**src/rtl/alu_nibble_sequencer.sv**
```systemverilog
// Sequences an 8-bit ADD/SUB/AND/OR/XOR through an external combinational 4-bit ALU slice,
// low nibble first, then high nibble, and holds the assembled result until the consumer takes it.
module alu_nibble_sequencer (
  input  logic       clk,
  input  logic       rst_n,
  input  logic       in_valid,
  output logic       in_ready,
  input  logic [7:0] A,
  input  logic [7:0] B,
  input  logic [3:0] opcode,
  output logic [3:0] alu_a,
  output logic [3:0] alu_b,
  output logic [3:0] alu_op,
  output logic       alu_cin,
  input  logic [3:0] alu_result,
  input  logic       alu_cout,
  output logic       out_valid,
  input  logic       out_ready,
  output logic [7:0] result,
  output logic       carry_out,
  output logic       zero,
  output logic       err,
  output logic [1:0] state
);

  typedef enum logic [1:0] {
    S_IDLE = 2'd0,
    S_LOW  = 2'd1,
    S_HIGH = 2'd2,
    S_DONE = 2'd3
  } state_t;

  state_t     state_q, state_d;
  logic [7:0] a_q, b_q;
  logic [3:0] op_q;
  logic       carry_q;
  logic [7:0] result_q;
  logic       carry_out_q, zero_q, err_q;
  logic       accept, legal, is_arith;

  // Both handshakes: a transfer happens on a rising edge where valid && ready are both 1;
  // in_ready is high only in IDLE and out_valid only in DONE, so the two never overlap.
  assign accept   = in_valid && (state_q == S_IDLE);
  assign legal    = (opcode <= 4'd4);
  assign is_arith = (op_q == 4'd0) || (op_q == 4'd1);
  assign state    = state_q;

  always_ff @(posedge clk) begin
    if (!rst_n) state_q <= S_IDLE;
    else        state_q <= state_d;
  end

  always_comb begin
    state_d = state_q;
    case (state_q)
      S_IDLE: if (in_valid) state_d = legal ? S_LOW : S_DONE;
      S_LOW:  state_d = S_HIGH;
      S_HIGH: state_d = S_DONE;
      S_DONE: if (out_ready) state_d = S_IDLE;
      default: state_d = S_IDLE;
    endcase
  end

  always_ff @(posedge clk) begin
    if (!rst_n) begin
      a_q         <= '0;
      b_q         <= '0;
      op_q        <= '0;
      carry_q     <= 1'b0;
      result_q    <= '0;
      carry_out_q <= 1'b0;
      zero_q      <= 1'b0;
      err_q       <= 1'b0;
    end else begin
      case (state_q)
        S_IDLE: begin
          if (accept) begin
            a_q         <= A;
            b_q         <= B;
            op_q        <= opcode;
            carry_q     <= 1'b0;
            result_q    <= '0;
            carry_out_q <= 1'b0;
            // An illegal opcode skips the slice and reports straight away.
            zero_q      <= !legal;
            err_q       <= !legal;
          end
        end
        S_LOW: begin
          result_q[3:0] <= alu_result;
          carry_q       <= is_arith && alu_cout;
        end
        S_HIGH: begin
          result_q[7:4] <= alu_result;
          carry_out_q   <= is_arith && alu_cout;
          zero_q        <= ({alu_result, result_q[3:0]} == 8'h00);
          err_q         <= 1'b0;
        end
        default: ;
      endcase
    end
  end

  always_comb begin
    in_ready  = (state_q == S_IDLE);
    out_valid = (state_q == S_DONE);
    alu_a     = '0;
    alu_b     = '0;
    alu_op    = '0;
    alu_cin   = 1'b0;
    case (state_q)
      S_LOW: begin
        alu_a  = a_q[3:0];
        alu_b  = b_q[3:0];
        alu_op = op_q;
      end
      S_HIGH: begin
        alu_a   = a_q[7:4];
        alu_b   = b_q[7:4];
        alu_op  = op_q;
        alu_cin = is_arith && carry_q;
      end
      default: ;
    endcase
  end

  assign result    = result_q;
  assign carry_out = carry_out_q;
  assign zero      = zero_q;
  assign err       = err_q;

endmodule
```
**config.mk**
```make
export PLATFORM = sky130hd
export DESIGN_NAME = alu_nibble_sequencer
export DESIGN_NICKNAME = d
export VERILOG_FILES = /design/src/rtl/alu_nibble_sequencer.sv
export SDC_FILE = /design/constraint.sdc
export NUM_CORES = 1
export LEC_CHECK = 0
export BUFFER_PORTS_ARGS = -buffer_cell sky130_fd_sc_hd__buf_2
export CORE_UTILIZATION = 35
export DETAILED_ROUTE_END_ITERATION = 7
export PLACE_DENSITY = 0.66
export SLEW_MARGIN = 20
export SYNTH_ARGS = -nofsm -noshare
export SYNTH_HDL_FRONTEND = slang
export SYNTH_SLANG_ARGS = --single-unit
```
**constraint.sdc**
```tcl
create_clock -name clk -period 2.6 [get_ports clk]
set_clock_uncertainty 0.15 [all_clocks]
set_input_delay 0.39 -clock clk [delete_from_list [all_inputs] [get_ports clk]]
set_output_delay 0.39 -clock clk [all_outputs]
set_load 0.02 [all_outputs]
```
==> flow_metrics.tcl, run 1 <==
set metrics [dict create \
    run_status "complete, no violations" \
    firstDrtPassIters 4 \
    rsz0062_at_grt "no" \
    h-tree-depth 2 \
    dp.cells 276 \
    place.port_buffers 56 \
    finalMaxSlewViolations 0 \
    criticalPathCategory "flip-flop to output port" \
    tightest_slew_ps 659 \
    layout_common_cells "buf_2, nand2_1, dfxtp_1" \
    fillers 448 \
    maxCapViolations 0 \
    hold_buffers 0 \
    diodes 0 \
    multiInputGateArea_um2 817 \
    seq_area_frac_synth 0.435 \
    nets 266 \
    busiest_layer "met2" \
    antenna_found_initial 0 \
    clk_path_buf_depth 2 \
    cts_sinks 34 \
    initial_core_util 0.377 \
    tns_ps 0 \
    p_leak_nw 0.845 \
    cts_tree "built" \
    grt_pass1_vias 1316 \
    overflow 0 \
    yosys.area.top_type "dfxtp_1" \
    finalWirelength_um 3580 \
    grt_util_met2 0.294 \
    drive_above_1_share 0.297 \
    startpoint "state[0]$_SDFFE_PN0P_" \
    min_from "B[0]" \
    via_count 1410 \
    met3_usage 0.0444 \
    fmax_mhz 435 \
    gr-usage-met1 0.201 \
    die-area_um2 4740 \
    cp-start-kind "flip-flop" \
    insertion_delay_ps 280 \
    finalSetupViolations 0 \
    clockRootBuffer "clkbuf_8" \
    die_h_um 68.8 \
    cp.arrival_ps 1760 \
    crit_required_ps 2060 \
    ir_worst_vdd_uv 418 \
    power_mw 1.95 \
    grt_max_degree 35 \
    num_io_pins 57 \
    syn-num-nets 213 \
    period_minus_slack_ps 2300 \
    synth-warning-count 0 \
    hold_class "primary input to flip-flop" \
    r2r-start "state[0]$_SDFFE_PN0P_" \
    crit_fanout 15 \
    first_iter_violations 76 \
    layout_commonest_cell "buf_2" \
    synthCells 180 \
    post_cts_buffers 0 \
    dp_slack_ps 589 \
    syn_to_final_growth_pct 23.7 \
    dp_hpwl_um 2490 \
    path_clk_slew_ps 60 \
    seqCellArea_um2 681 \
    hold_viol_final 0 \
    globalplace.congestion 0.700 \
    synth_top_area_share 0.435 \
    drt-vias-per-instance 5.00 \
    dieWidth_um 68.8 \
    pwr_density_cell_nw_per_um2 1010 \
    critPathCaptureType "output port" \
    yosysUniqueCellTypes 26 \
    cts_buffers 5 \
    ys_ff_latch 34 \
    grtUsageTotal 0.171 \
    drcViolationCount 0 \
    row_count 23 \
    core_um2 4140 \
    slew_headroom 0.559 \
    syn_area_per_cell_um2 8.69 \
    period_share 0.883 \
    dpl_cell_area_um2 1850 \
    final_antenna_net_count 0 \
    cts_resized 0 \
    final_cell_area_um2 1930 \
    worst_slack_ps 303 \
    synth_area_um2 1560 \
    instances_no_fill 282 \
    grt_pass1_wl_um 5910 \
    wl_per_cell_um 12.7 \
    synth_area_leaders "dfxtp_1, nand2_1, a21boi_1" \
]
## sequential cells by signal, summed over array words and instances, names as in the netlist
register   count
op_q           4
carry_q        1
b_q            8
state          2
err            1
carry_out      1
result         8
a_q            8
zero           1
## final timing paths
path                            cells after the start              endpoint  slack (ps)
worst max-delay path                                5              alu_a[3]         300
worst min-delay path                                3   b_q[0]$_SDFFE_PN0P_         200
worst max register to register                      5   a_q[3]$_SDFFE_PN0P_         730
worst min register to register                      2  op_q[0]$_SDFFE_PN0P_         300
## report_power, final
| group | internal [mW] | switching [mW] | total (mW) |
|---|---|---|---|
| clock | 0.204 | 0.171 | 0.375 |
| combinational | 0.325 | 0.558 | 0.883 |
| sequential | 0.628 | 0.0679 | 0.696 |
## worst max-delay path, cell delays in order, from the launching register on
cell     delay [ps]
dfxtp_1         350
inv_1            90
ha_1            530
a22oi_1         180
nor2b_1         150
buf_2           170
## area by class of cell
class                   instances  share of cell area
clock buffers                   6              0.0427
repair buffers                 56               0.145
well taps                      50              0.0323
multi-input cells             133               0.422
flip-flops and latches         34               0.352
inverters                       3             0.00582
## layer usage
layer | vias up | routed length [µm]
met3 | 5 | 228
li1 | 715 | -
met4 | 0 | 40
met1 | 648 | 1630
met2 | 42 | 1680
met5 | - | 0
## through the flow
stage / util / hold slack (ps)
after CTS: 0.467 / 191
after floorplan: - / 280
after global placement: 0.447 / 292
after detailed placement: 0.447 / 295
final: 0.467 / 199
after global routing: 0.467 / 197
## Yosys cell counts, drive strengths merged
cell     n
o21a     1
mux2i    1
ha       4
nor2     2
nor2b   21
nand2b   2
and2     7
inv      3
dfxtp   34
nor3     2
o21ai    4
nand4b   1
buf      4
a21oi    2
a22oi   20
clkbuf   6
a31oi    1
a21boi  20
nor4     1
nand2   42
and3     2
## cell families (layout without fill, tap and decap cells)
family,count (synthesis),in the layout,synth area share
adders and majority gates,4,4,0.0320
DFF,34,34,0.435
muxes,1,1,0.00640
AOI/OAI and AO/OA,48,48,0.225
and+or+nand+nor,80,80,0.259
buffers and inverters,13,65,0.0424
No activity file was read; power rests on OpenSTA's default activity.
==> run 2: changes to the inputs <==
--- a/config.mk
+++ b/config.mk
@@ -8,7 +8,7 @@
 export BUFFER_PORTS_ARGS = -buffer_cell sky130_fd_sc_hd__buf_2
 export CORE_UTILIZATION = 35
 export DETAILED_ROUTE_END_ITERATION = 7
-export PLACE_DENSITY = 0.66
+export PLACE_DENSITY = 0.68
 export SLEW_MARGIN = 20
 export SYNTH_ARGS = -nofsm -noshare
 export SYNTH_HDL_FRONTEND = slang
==> constraint.sdc (replaced) <==
create_clock -name clk -period 2.02 [get_ports clk]
set_clock_uncertainty 0.15 [all_clocks]
set_input_delay 0.303 -clock clk [delete_from_list [all_inputs] [get_ports clk]]
set_output_delay 0.303 -clock clk [all_outputs]
set_load 0.02 [all_outputs]
==> run 2 against run 1 <==
Compared with the run above:
- final area up 4.1%
- utilization up 1.9 points
- flip-flop and latch count unchanged
- combinational power up 43%
- sequential power up 30%
- global-route usage down 0.73 points
- register-to-register slack worse by 350 ps
==> flow_metrics.tcl, run 2 (synthesis gave the netlist of run 1 again) <==
set metrics [dict create \
    die_h_um 68.8 \
    seq_power_share 0.326 \
    insertion_delay_ps 280 \
    dieWidth_um 68.8 \
    slew_headroom 0.668 \
    p_leak_nw 0.866 \
    crit_fanout 13 \
    cp.arrival_ps 1480 \
    wl_met2_um 1660 \
    dpl_cell_area_um2 1870 \
    clockRootBuffer "clkbuf_8" \
    utilization 0.486 \
    worst_slack_ps 84.4 \
    r2r_cells 6 \
    tns_ps 0 \
    internal_power_mw 1.70 \
    finalSetupViolations 0 \
    antenna_found_initial 0 \
    finalWirelength_um 3580 \
    drt-vias-per-instance 4.90 \
    layout_common_cells "buf_2, nand2_1, dfxtp_1" \
    diodes 0 \
    wl_per_cell_um 12.5 \
    hold_buffers 0 \
    cts_tree "built" \
    dp_slack_ps 178 \
    final_antenna_net_count 0 \
    criticalPathCategory "flip-flop to output port" \
    grt_pass1_wl_um 5640 \
    maxUsedRoutingLayer "met4" \
    fmax_mhz 517 \
    first_iter_violations 60 \
    dp_hpwl_um 2420 \
    wl_met3_um 223 \
    crit_required_ps 1570 \
    drive_above_1_share 0.322 \
    syn_to_final_growth_pct 28.7 \
    p_sw_frac 0.387 \
    num_io_pins 57 \
    grt_max_degree 35 \
    instances_no_fill 286 \
    hold_class "primary input to flip-flop" \
    row_count 23 \
    finalMaxSlewViolations 0 \
    worstHoldPathCells 3 \
    holdWs_ps 98.2 \
    clk_path_buf_depth 2 \
    fillers 421 \
    hold_viol_final 0 \
    h-tree-depth 2 \
    grt_pass1_vias 1265 \
    place.port_buffers 56 \
    critPathCaptureType "output port" \
    grtUsageTotal 0.164 \
    initial_core_util 0.377 \
    path_clk_slew_ps 70 \
    power_mw 2.77 \
    pwr_density_cell_nw_per_um2 1380 \
    nets 268 \
    drt-met1-wl_um 1660 \
    final_cell_area_um2 2010 \
    tightest_slew_ps 498 \
    p_comb_frac 0.455 \
    core_um2 4140 \
    dp.cells 278 \
    p_switching_mw 1.07 \
    maxCapViolations 0 \
    cts_sinks 34 \
    drcViolationCount 0 \
    cts_buffers 5 \
    cp-start-kind "flip-flop" \
    period_share 0.958 \
    rsz0062_at_grt "no" \
    globalplace.congestion 0.707 \
    run_status "complete, no violations" \
    period_minus_slack_ps 1940 \
    layout_commonest_cell "buf_2" \
    firstDrtPassIters 4 \
    overflow 0 \
    clkPwrFrac 0.218 \
    via_count 1401 \
    die-area_um2 4740 \
    ir_worst_vdd_uv 601 \
]
[run 2: changes by cell type in the layout (fill, tap and decap cells not counted)]
cell / before / now
buf_4: 0 / 2
clkbuf_1: 0 / 2
ha_1: 4 / 1
dfxtp_2: 0 / 2
bufinv_16: 0 / 1
clkbuf_8: 6 / 5
dfxtp_1: 34 / 32
ha_4: 0 / 3
[run 2: repair_timing]
| action | in CTS | in global routing |
|---|---|---|
| setup buffers | 0 | 0 |
| hold endpoints to repair | 0 | 0 |
| gates resized for setup | 8 | 0 |
| setup endpoints to repair | 13 | 0 |
[run 2: power groups by stage]
stage	sequential (mW)	clock (mW)	combinational (mW)
global route	0.924	0.649	1.40
CTS	0.906	0.618	1.28
detailed placement	0.907	0	1.17
floorplan	0.969	0	0.804
finish	0.906	0.605	1.26
global placement	0.907	0	1.15
[run 2: critical path, cell delays in order (launching register included)]
cell and delay (ps):
dfxtp_2 380, inv_1 120, ha_4 350, nor2b_1 170
buf_2 180
[run 2: metal layers]
| metal | track usage | vias to the layer above |
|---|---|---|
| li1 | - | 719 |
| met4 | 0.0536 | 0 |
| met3 | 0.0428 | 5 |
| met1 | 0.203 | 633 |
| met2 | 0.273 | 44 |
| met5 | 0 | - |
[run 2: final cells by class]
| class | count | area [µm²] | area share |
|---|---|---|---|
| well taps | 50 | 62.6 | 0.0311 |
| multi-input cells | 133 | 855 | 0.424 |
| clock buffers | 7 | 76.3 | 0.0379 |
| inverters | 3 | 11.3 | 0.00559 |
| flip-flops and latches | 34 | 683 | 0.339 |
| clock inverters | 1 | 30.0 | 0.0149 |
| repair buffers | 58 | 295 | 0.147 |
[run 2: final timing paths]
| check | start | to | slack [ps] |
|---|---|---|---|
| max | state[0]$_SDFFE_PN0P_ | alu_a[2] | 80 |
| min | A[0] | a_q[0]$_SDFFE_PN0P_ | 100 |
| max reg2reg | state[0]$_SDFFE_PN0P_ | result[4]$_SDFFE_PN0P_ | 380 |
| min reg2reg | op_q[0]$_SDFFE_PN0P_ | op_q[0]$_SDFFE_PN0P_ | 300 |
